[config.mk]
export PLATFORM = sky130hd
export DESIGN_NAME = spi_adc_scanner
export DESIGN_NICKNAME = d
export VERILOG_FILES = /design/src/rtl/spi_adc_scanner.sv
export SDC_FILE = /design/constraint.sdc
export NUM_CORES = 1
export LEC_CHECK = 0
export BUFFER_PORTS_ARGS = -buffer_cell sky130_fd_sc_hd__buf_2
export CAP_MARGIN = 20
export CORE_MARGIN = 5
export CORE_UTILIZATION = 30
export CTS_CLUSTER_SIZE = 10
export DETAILED_ROUTE_END_ITERATION = 6
export GPL_ROUTABILITY_DRIVEN = 0
export PLACE_DENSITY = 0.53
export SYNTH_ARGS = -nofsm -noshare
export SYNTH_HDL_FRONTEND = slang
export SYNTH_SLANG_ARGS = --single-unit
[constraint.sdc]
create_clock -name clk_i -period 3.3 [get_ports clk_i]
set_input_delay 0.66 -clock clk_i [delete_from_list [all_inputs] [get_ports clk_i]]
set_output_delay 0.66 -clock clk_i [all_outputs]
set_load 0.05 [all_outputs]
[src/rtl/spi_adc_scanner.sv]
// Round-robin SPI ADC scanner: sends the channel address on MOSI, captures a frame,
// averages 2^AVG_LOG2 frames per channel and strobes one word per channel.
//
// state    | meaning
// IDLE     | nCS high, waiting for start_i && enable_i
// CS_SETUP | nCS low, SCLK high, DIV clocks before the first falling edge
// SHIFT    | FRAME_BITS SCLK periods, MOSI on falls, MISO sampled on rises
// CS_HOLD  | SCLK high, nCS low for DIV clocks, sample added to accumulator
// CS_HIGH  | nCS high for NCS_HIGH_CYCLES, then next frame / strobe / idle
module spi_adc_scanner #(
    parameter int CLK_FREQ_HZ     = 50_000_000,
    parameter int SCLK_FREQ_HZ    = 1_000_000,
    parameter int NUM_CHANNELS    = 4,
    parameter int FRAME_BITS      = 15,
    parameter int DATA_BITS       = 12,
    parameter int AVG_LOG2        = 0,
    parameter int NCS_HIGH_CYCLES = 10
) (
    input  logic                 clk_i,
    input  logic                 reset_i,
    input  logic                 enable_i,
    input  logic                 start_i,
    input  logic                 continuous_i,
    input  logic                 MISO_i,
    output logic                 nCS_o,
    output logic                 SCLK_o,
    output logic                 MOSI_o,
    output logic [DATA_BITS-1:0] data_o,
    output logic [2:0]           ch_o,
    output logic                 valid_o,
    output logic                 scan_done_o,
    output logic                 busy_o
);
    localparam int DIV  = CLK_FREQ_HZ / (2 * SCLK_FREQ_HZ);
    localparam int TMAX = (DIV > NCS_HIGH_CYCLES) ? DIV : NCS_HIGH_CYCLES;
    localparam int TW   = $clog2(TMAX + 1);
    localparam int BW   = $clog2(FRAME_BITS);
    localparam int AW   = DATA_BITS + AVG_LOG2;
    localparam int FW   = (AVG_LOG2 > 0) ? AVG_LOG2 : 1;

    localparam logic [TW-1:0] T_DIV      = TW'(DIV - 1);
    localparam logic [TW-1:0] T_NCS      = TW'(NCS_HIGH_CYCLES - 1);
    localparam logic [BW-1:0] LAST_BIT   = BW'(FRAME_BITS - 1);
    localparam logic [FW-1:0] LAST_FRAME = FW'((1 << AVG_LOG2) - 1);
    localparam logic [2:0]    LAST_CH    = 3'(NUM_CHANNELS - 1);

    if (DIV < 1 || NUM_CHANNELS < 1 || NUM_CHANNELS > 8 || DATA_BITS > FRAME_BITS - 3 ||
        AVG_LOG2 < 0 || AVG_LOG2 > 4 || NCS_HIGH_CYCLES < 1) begin : g_bad_params
        $error("spi_adc_scanner: illegal parameter combination");
    end

    typedef enum logic [2:0] {IDLE, CS_SETUP, SHIFT, CS_HOLD, CS_HIGH} state_t;

    state_t                state_q, state_d;
    logic [TW-1:0]         tmr_q, tmr_d;
    logic [BW-1:0]         bit_q, bit_d;
    logic [FRAME_BITS-1:0] sr_q, sr_d;
    logic [AW-1:0]         acc_q, acc_d;
    logic [FW-1:0]         frame_q, frame_d;
    logic [2:0]            ch_q, ch_d;
    logic                  abort_q, abort_d;
    logic                  ncs_q, ncs_d, sclk_q, sclk_d, mosi_q, mosi_d;
    logic [DATA_BITS-1:0]  data_q, data_d;
    logic [2:0]            ch_out_q, ch_out_d;
    logic                  valid_q, valid_d, done_q, done_d, busy_q, busy_d;
    logic                  launch, stop;

    // A drop of enable_i at any point in a frame is remembered until the frame ends.
    assign stop = abort_q | ~enable_i;

    always_comb begin
        state_d  = state_q;
        tmr_d    = tmr_q;
        bit_d    = bit_q;
        sr_d     = sr_q;
        acc_d    = acc_q;
        frame_d  = frame_q;
        ch_d     = ch_q;
        abort_d  = (state_q == IDLE) ? 1'b0 : stop;
        ncs_d    = ncs_q;
        sclk_d   = sclk_q;
        mosi_d   = mosi_q;
        data_d   = data_q;
        ch_out_d = ch_out_q;
        valid_d  = 1'b0;
        done_d   = 1'b0;
        launch   = 1'b0;
        case (state_q)
            IDLE: begin
                if (start_i && enable_i) begin
                    ch_d    = '0;
                    frame_d = '0;
                    acc_d   = '0;
                    launch  = 1'b1;
                end
            end
            CS_SETUP: begin
                if (tmr_q == '0) begin
                    state_d = SHIFT;
                    sclk_d  = 1'b0;
                    bit_d   = '0;
                    mosi_d  = ch_q[2];
                    tmr_d   = T_DIV;
                end else begin
                    tmr_d = tmr_q - 1'b1;
                end
            end
            SHIFT: begin
                if (tmr_q == '0) begin
                    tmr_d = T_DIV;
                    if (!sclk_q) begin
                        sclk_d = 1'b1;
                        sr_d   = {sr_q[FRAME_BITS-2:0], MISO_i};
                    end else if (bit_q == LAST_BIT) begin
                        state_d = CS_HOLD;
                        mosi_d  = 1'b0;
                    end else begin
                        bit_d  = bit_q + 1'b1;
                        sclk_d = 1'b0;
                        if (bit_q == BW'(0))      mosi_d = ch_q[1];
                        else if (bit_q == BW'(1)) mosi_d = ch_q[0];
                        else                      mosi_d = 1'b0;
                    end
                end else begin
                    tmr_d = tmr_q - 1'b1;
                end
            end
            CS_HOLD: begin
                if (tmr_q == '0) begin
                    acc_d   = acc_q + AW'(sr_q[DATA_BITS-1:0]);
                    state_d = CS_HIGH;
                    ncs_d   = 1'b1;
                    tmr_d   = T_NCS;
                end else begin
                    tmr_d = tmr_q - 1'b1;
                end
            end
            CS_HIGH: begin
                if (tmr_q != '0) begin
                    tmr_d = tmr_q - 1'b1;
                end else begin
                    state_d = IDLE;
                    if (frame_q != LAST_FRAME) begin
                        frame_d = frame_q + 1'b1;
                        launch  = ~stop;
                    end else begin
                        valid_d  = 1'b1;
                        data_d   = acc_q[AW-1:AVG_LOG2];
                        ch_out_d = ch_q;
                        acc_d    = '0;
                        frame_d  = '0;
                        if (ch_q != LAST_CH) begin
                            ch_d   = ch_q + 3'd1;
                            launch = ~stop;
                        end else begin
                            done_d = 1'b1;
                            ch_d   = '0;
                            launch = continuous_i & ~stop;
                        end
                    end
                end
            end
            default: state_d = IDLE;
        endcase
        if (launch) begin
            state_d = CS_SETUP;
            ncs_d   = 1'b0;
            sclk_d  = 1'b1;
            tmr_d   = T_DIV;
        end
        busy_d = (state_d != IDLE);
    end

    always_ff @(posedge clk_i) begin
        if (reset_i) begin
            state_q  <= IDLE;
            tmr_q    <= '0;
            bit_q    <= '0;
            sr_q     <= '0;
            acc_q    <= '0;
            frame_q  <= '0;
            ch_q     <= '0;
            abort_q  <= 1'b0;
            ncs_q    <= 1'b1;
            sclk_q   <= 1'b1;
            mosi_q   <= 1'b0;
            data_q   <= '0;
            ch_out_q <= '0;
            valid_q  <= 1'b0;
            done_q   <= 1'b0;
            busy_q   <= 1'b0;
        end else begin
            state_q  <= state_d;
            tmr_q    <= tmr_d;
            bit_q    <= bit_d;
            sr_q     <= sr_d;
            acc_q    <= acc_d;
            frame_q  <= frame_d;
            ch_q     <= ch_d;
            abort_q  <= abort_d;
            ncs_q    <= ncs_d;
            sclk_q   <= sclk_d;
            mosi_q   <= mosi_d;
            data_q   <= data_d;
            ch_out_q <= ch_out_d;
            valid_q  <= valid_d;
            done_q   <= done_d;
            busy_q   <= busy_d;
        end
    end

    assign nCS_o       = ncs_q;
    assign SCLK_o      = sclk_q;
    assign MOSI_o      = mosi_q;
    assign data_o      = data_q;
    assign ch_o        = ch_out_q;
    assign valid_o     = valid_q;
    assign scan_done_o = done_q;
    assign busy_o      = busy_q;
endmodule

==> results.ini, run 1 <==
[clock_tree]
cts_sinks = 61
clockBufferDepth = 2
cts_setup_buffers = 0
cts_hold_buffers = 0
post_cts_resize_count = 0
worstSkewPairLatency_ns = 0.34
root_buffer = clkbuf_8
cts_buffers = 9
clkTransAtPathRegs_ns = 0.07
cts_tree = yes
cts.htree.levels = 3

[power]
power_switching_uw = 501
p_per_area_mw_per_mm2 = 487
seq_power_share = 0.475
power_leakage_nw = 1.35
comb_power_share = 0.174
peakVddDrop_uv = 175
p_sw_frac = 0.299
p_int_mw = 1.18
clockPowerShare = 0.351

[logic_synthesis]
synth_edf_count = 0
ys_ff_latch = 61
netlist.top_cell.by_area = dfxtp_1
synth_area_per_cell_um2 = 8.44
synth-async-reset-ratio = 0
synth_area_mm2 = 0.00301
synth_flop_cell = dfxtp_1
synthTopCellsByArea = dfxtp_1 41%, a21oi_1 7.3%, ha_1 7.1%
synth-seq-area-share = 0.405
yosys_warnings = 0
syn_inst = 357
synth_top_area_share = 0.405
syn_nets = 381
synth_cell_types = 52

[critical_path]
critPathBufInv = 1
critPathLaunchType = flip-flop
worstRegToRegCells = 10
crit_path_end_kind = flip-flop
arrival_ns = 2.54
cp.depth = 10
critPathTopFamily = compound AO/OA/AOI/OAI gates
path_cells = ha_1 > inv_1 > fa_1 > nor2b_1 > o21ai_1 > a21boi_1 > o211ai_1 > a21boi_0 > o21ai_0 > a32o_1
slowest_delay_ns = 0.37
crit_path_top_delay_cell = fa_1
path_max_fanout = 4
path_class = reg2reg
cp.required_ns = 3.53

[global_routing]
antenna_found_initial = 0
track_usage = 0.121
grt_pass1_wl_um = 11500
grt_pass1_vias = 2490
grt_max_degree = 29
grt_overflow_total = 0

[drt]
routed_via_density = 4.85
routed_wirelength_um = 6750
drc = 0
ant_nets = 0
initialDrtViolationCount = 107
routedWlPerCell_um = 13.0
dr.pass1.iters = 4
vias = 2528

[die]
ios = 27
dieWidth_um = 110
start_util = 0.308
die_h_um = 110
die_area_mm2 = 0.0121
rows = 36
fp.coreArea_mm2 = 0.00977

[worst_hold_path]
worstHoldPathCells = 2
hold_path.class = reg2reg

[placed_design]
dpl_cell_area_mm2 = 0.00327
port_buffers = 26
dp_hpwl_um = 4900

[finish]
fin_area_mm2 = 0.00345
fin_nets = 407
areaGrowthSynthToFinish_pct = 14.4
antenna_cells = 0
layout-drive-gt1-share = 0.147
post-route-util = 0.353

[timing]
rsz0062_at_grt = false
hold_viol = 0
period_needed_ns = 2.31
fin_crit_sh = 0.700
worstMarginPinSlew_ns = 0.697
slew_violations = 0
max_freq_ghz = 0.433
max_slew_margin = 0.535
finalSetupViolCount = 0
skew_ns = 0.00653
setup_tns_ns = 0
whs_ns = 0.450

[outcome]
outcome = complete, no violations

[job]
maxCapViolCount = 0

[routing by layer]
layer  GRT usage  up-vias  wire length, um  part of all wire
li1            -     1304                -                 -
met1       0.140     1181             3110              0.46
met2       0.208       32             3240              0.48
met3      0.0320       11              271             0.040
met4      0.0554        0              130             0.019
met5           0        -                0                 0
[power groups by stage]
stage | Sequential [mW] | Combinational (mW) | Clock, mW
floorplan | 0.820 | 0.235 | 0
global placement | 0.812 | 0.294 | 0
detailed placement | 0.812 | 0.294 | 0
CTS | 0.796 | 0.295 | 0.608
global route | 0.800 | 0.328 | 0.643
finish | 0.796 | 0.292 | 0.589
[final timing paths]
path / start / endpoint / slack (ns)
max: acc_q[0] / acc_q[8] / 0.99
min: ch_o[2] / ch_o[2] / 0.45
max reg2reg: acc_q[0] / acc_q[8] / 0.99
min reg2reg: ch_o[2] / ch_o[2] / 0.45
[area by class of cell]
class                   count  area (um2)
well taps                 133         166
multi-input cells         269        1670
clock buffers              11         151
repair buffers             31         168
fillers                  1023        6330
clock inverters             5        25.0
inverters                  11        41.3
flip-flops and latches     61        1220
[flip-flops by register name, summed over array words and instances, names as in the netlist]
signal,count
tmr_q,5
acc_q,12
nCS_o,1
bit_q,4
abort_q,1
ch_o,3
state_q,3
busy_o,1
data_o,12
SCLK_o,1
ch_q,3
valid_o,1
sr_q,12
scan_done_o,1
MOSI_o,1
[worst min-delay path: cells and delay by family (launching register included)]
kind | cells | cell delay [ns]
flip-flops | 1 | 0.31
AO/OA/AOI/OAI | 1 | 0.05
AND/OR/NAND/NOR | 1 | 0.05
[synth_stat cells (all sizes together) (2+ instances only)]
| cell type | number |
|---|---|
| a211oi | 4 |
| a21boi | 2 |
| a21o | 2 |
| a21oi | 44 |
| a22o | 6 |
| a22oi | 2 |
| a31oi | 3 |
| and3 | 2 |
| buf | 7 |
| clkbuf | 9 |
| dfxtp | 61 |
| ha | 17 |
| inv | 11 |
| mux2i | 13 |
| nand2 | 44 |
| nand2b | 6 |
| nand3 | 6 |
| nand3b | 2 |
| nand4 | 2 |
| nor2 | 39 |
| nor2b | 7 |
| nor3 | 16 |
| nor3b | 3 |
| o211ai | 2 |
| o21a | 3 |
| o21ai | 12 |
| o22ai | 3 |
| or2 | 4 |
| or3 | 2 |
| xnor2 | 4 |
| xor2 | 7 |
[logic make-up after synthesis]
logic type      synth area share
flops                      0.405
simple gates               0.222
fa+ha+maj                 0.0773
compound gates             0.177
xor+xnor                  0.0320
buf+inv                   0.0391
mux                       0.0469
[cell usage in the layout, fill, tap and decap left out, drive strengths merged, types with 2 or more instances in the layout]
cell | synthesis | final
clkinv | 0 | 5
o21ai | 12 | 12
a21o | 2 | 2
nand3b | 2 | 2
and3 | 2 | 2
nor3 | 16 | 16
nor3b | 3 | 3
xor2 | 7 | 7
a211oi | 4 | 4
nand3 | 6 | 6
ha | 17 | 17
nand2 | 44 | 44
nor2 | 39 | 39
a22o | 6 | 6
nor2b | 7 | 7
inv | 11 | 11
buf | 7 | 31
nand2b | 6 | 6
a31oi | 3 | 3
or3 | 2 | 2
xnor2 | 4 | 4
a22oi | 2 | 2
nand4 | 2 | 2
o22ai | 3 | 3
o211ai | 2 | 2
a21oi | 44 | 44
or2 | 4 | 4
dfxtp | 61 | 61
mux2i | 13 | 13
o21a | 3 | 3
a21boi | 2 | 2
clkbuf | 9 | 11
[per-stage QoR]
stage | setup WS [ns] | cells | power, mW
floorplan | 1.16 | 357 | 1.06
global placement | 1.03 | 505 | 1.11
detailed placement | 0.990 | 505 | 1.11
CTS | 0.983 | 521 | 1.70
global route | 0.716 | 521 | 1.77
finish | 0.991 | 521 | 1.68
(Power assumes the default switching activity.)
==> run 2: changes to the inputs <==
==> constraint.sdc (replaced) <==
create_clock -name clk_i -period 2.4 [get_ports clk_i]
set_input_delay 0.48 -clock clk_i [delete_from_list [all_inputs] [get_ports clk_i]]
set_output_delay 0.48 -clock clk_i [all_outputs]
set_load 0.05 [all_outputs]
==> run 2 against run 1 <==
The run now ends with DRC left; highest routed layer unchanged; fmax rose by 7.9%; power up 55%; core utilization increased by 1.4 points; critical path type unchanged.
==> results.ini, run 2 (synthesis results as in run 1) <==
[outcome]
outcome = finished, violations left
violations = DRC

[finish]
areaGrowthSynthToFinish_pct = 18.9
mostFrequentLayoutCell = dfxtp_1
post_layout_nonfiller_instances = 528
final-seq-area_mm2 = 0.00122
fin_nets = 414
final_cell_mix = 61 x dfxtp_1, 44 x nand2_1, 44 x a21oi_1
antenna_cells = 0
multi_input_area_mm2 = 0.00167
fillers = 1026
layout-drive-gt1-share = 0.162
post-route-util = 0.366

[die]
start_util = 0.308
dieWidth_um = 110
rows = 36
fp.coreArea_mm2 = 0.00977
die_h_um = 110
die_area_mm2 = 0.0121
ios = 27

[critical_path]
crit_top_cell = a21boi_1
cp.required_ns = 2.64
crit_path_end_kind = flip-flop
slowest_delay_ns = 0.38
arrival_ns = 2.38
path_max_fanout = 3
crit_path_top_delay_cell = fa_1
path_class = reg2reg
path_cells = ha_1 > inv_1 > fa_1 > nor2b_1 > o21ai_1 > a21boi_1 > o211ai_1 > a21boi_1 > o21ai_0 > a32o_1
critPathLaunchType = flip-flop
critPathTopFamily = compound AO/OA/AOI/OAI gates
critPathBufInv = 1

[drt]
vias = 2555
ant_nets = 0
dr.pass1.iters = 7
routed_via_density = 4.84
routed_wirelength_um = 6830
drc = 2
routedWlPerCell_um = 12.9
initialDrtViolationCount = 142

[power]
clockPowerShare = 0.417
power_leakage_nw = 1.41
p_int_mw = 1.85
comb_power_share = 0.163
power_switching_uw = 745
p_sw_frac = 0.287
seq_power_share = 0.420
peakVddDrop_uv = 224
p_per_area_mw_per_mm2 = 724

[placed_design]
dp.cells = 512
port_buffers = 26
dp_slack_ns = 0.196
dp_hpwl_um = 4850

[timing]
max_freq_ghz = 0.467
rsz0062_at_grt = false
worstMarginPinSlew_ns = 0.576
hold_viol = 0
fin_crit_sh = 0.892
skew_ns = 0.00795
period_needed_ns = 2.14
setup_tns_ns = 0
finalSetupViolCount = 0
slew_violations = 0
max_slew_margin = 0.614
finalWorstSetupSlack_ns = 0.259

[worst_hold_path]
hold_path.class = in2reg

[clock_tree]
cts_setup_buffers = 0
root_buffer = clkbuf_8
cts_buffers = 9
cts_tree = yes
worstSkewPairLatency_ns = 0.35
clockBufferDepth = 2
cts_hold_buffers = 0
cts.htree.levels = 3
cts_sinks = 61
clkTransAtPathRegs_ns = 0.07

[global_routing]
track_usage = 0.121
grt_overflow_total = 0
antenna_found_initial = 0
grt_max_degree = 28
grt_pass1_vias = 2496
grt_pass1_wl_um = 11600

[job]
maxCapViolCount = 0

-- run 2: routing by layer --
layer	track usage	vias to the layer above	wire length, um
met5	0	-	0
met4	0.0607	0	126
met3	0.0245	10	207
met2	0.196	30	3160
met1	0.151	1192	3340
li1	-	1323	-
-- run 2: path summary, 6_finish.rpt --
| kind | slack (ns) | start | endpoint | cells after the start |
|---|---|---|---|---|
| min reg2reg | 0.46 | ch_o[2] | ch_o[2] | 2 |
| min | 0.37 | MISO_i | sr_q[0] | 3 |
| max reg2reg | 0.26 | sr_q[0] | acc_q[8] | 10 |
| max | 0.26 | sr_q[0] | acc_q[8] | 10 |
-- run 2: power groups by stage --
stage          combinational (mW)  clock (mW)  sequential (mW)
2_1_floorplan               0.324           0             1.13
3_3_place_gp                0.420           0             1.11
3_5_place_dp                0.425           0             1.11
4_1_cts                     0.427        1.11             1.09
5_1_grt                     0.475        1.15             1.09
6_report                    0.423        1.08             1.09
-- run 2: area by class of cell --
cell class                 count  area share
timing repair buffer          38      0.0685
clock inverter                 5      0.0227
clock buffer                  11      0.0423
inverter                      11      0.0115
tap                          133      0.0465
sequential                    61       0.341
multi-input combinational    269       0.467
-- run 2: timing repair --
| item | CTS | global route |
|---|---|---|
| hold endpoints to repair | 0 | 0 |
| gates resized for setup | 0 | 1 |
| endpoints found under the setup margin | 0 | 2 |
-- run 2: stage by stage --
step	cell area [um2]	total power, mW	hold slack (ns)
detailed placement	3350	1.54	0.449
global route	3580	2.72	0.370
finish	3580	2.59	0.373
global placement	3350	1.53	0.445
CTS	3580	2.62	0.361
floorplan	3010	1.45	0.448
-- run 2: worst min-delay path: cells and delay by family --
| kind | cells | cell delay, ns |
|---|---|---|
| buffers and inverters | 1 | 0.08 |
| and+or+nand+nor | 1 | 0.07 |
| muxes | 1 | 0.05 |
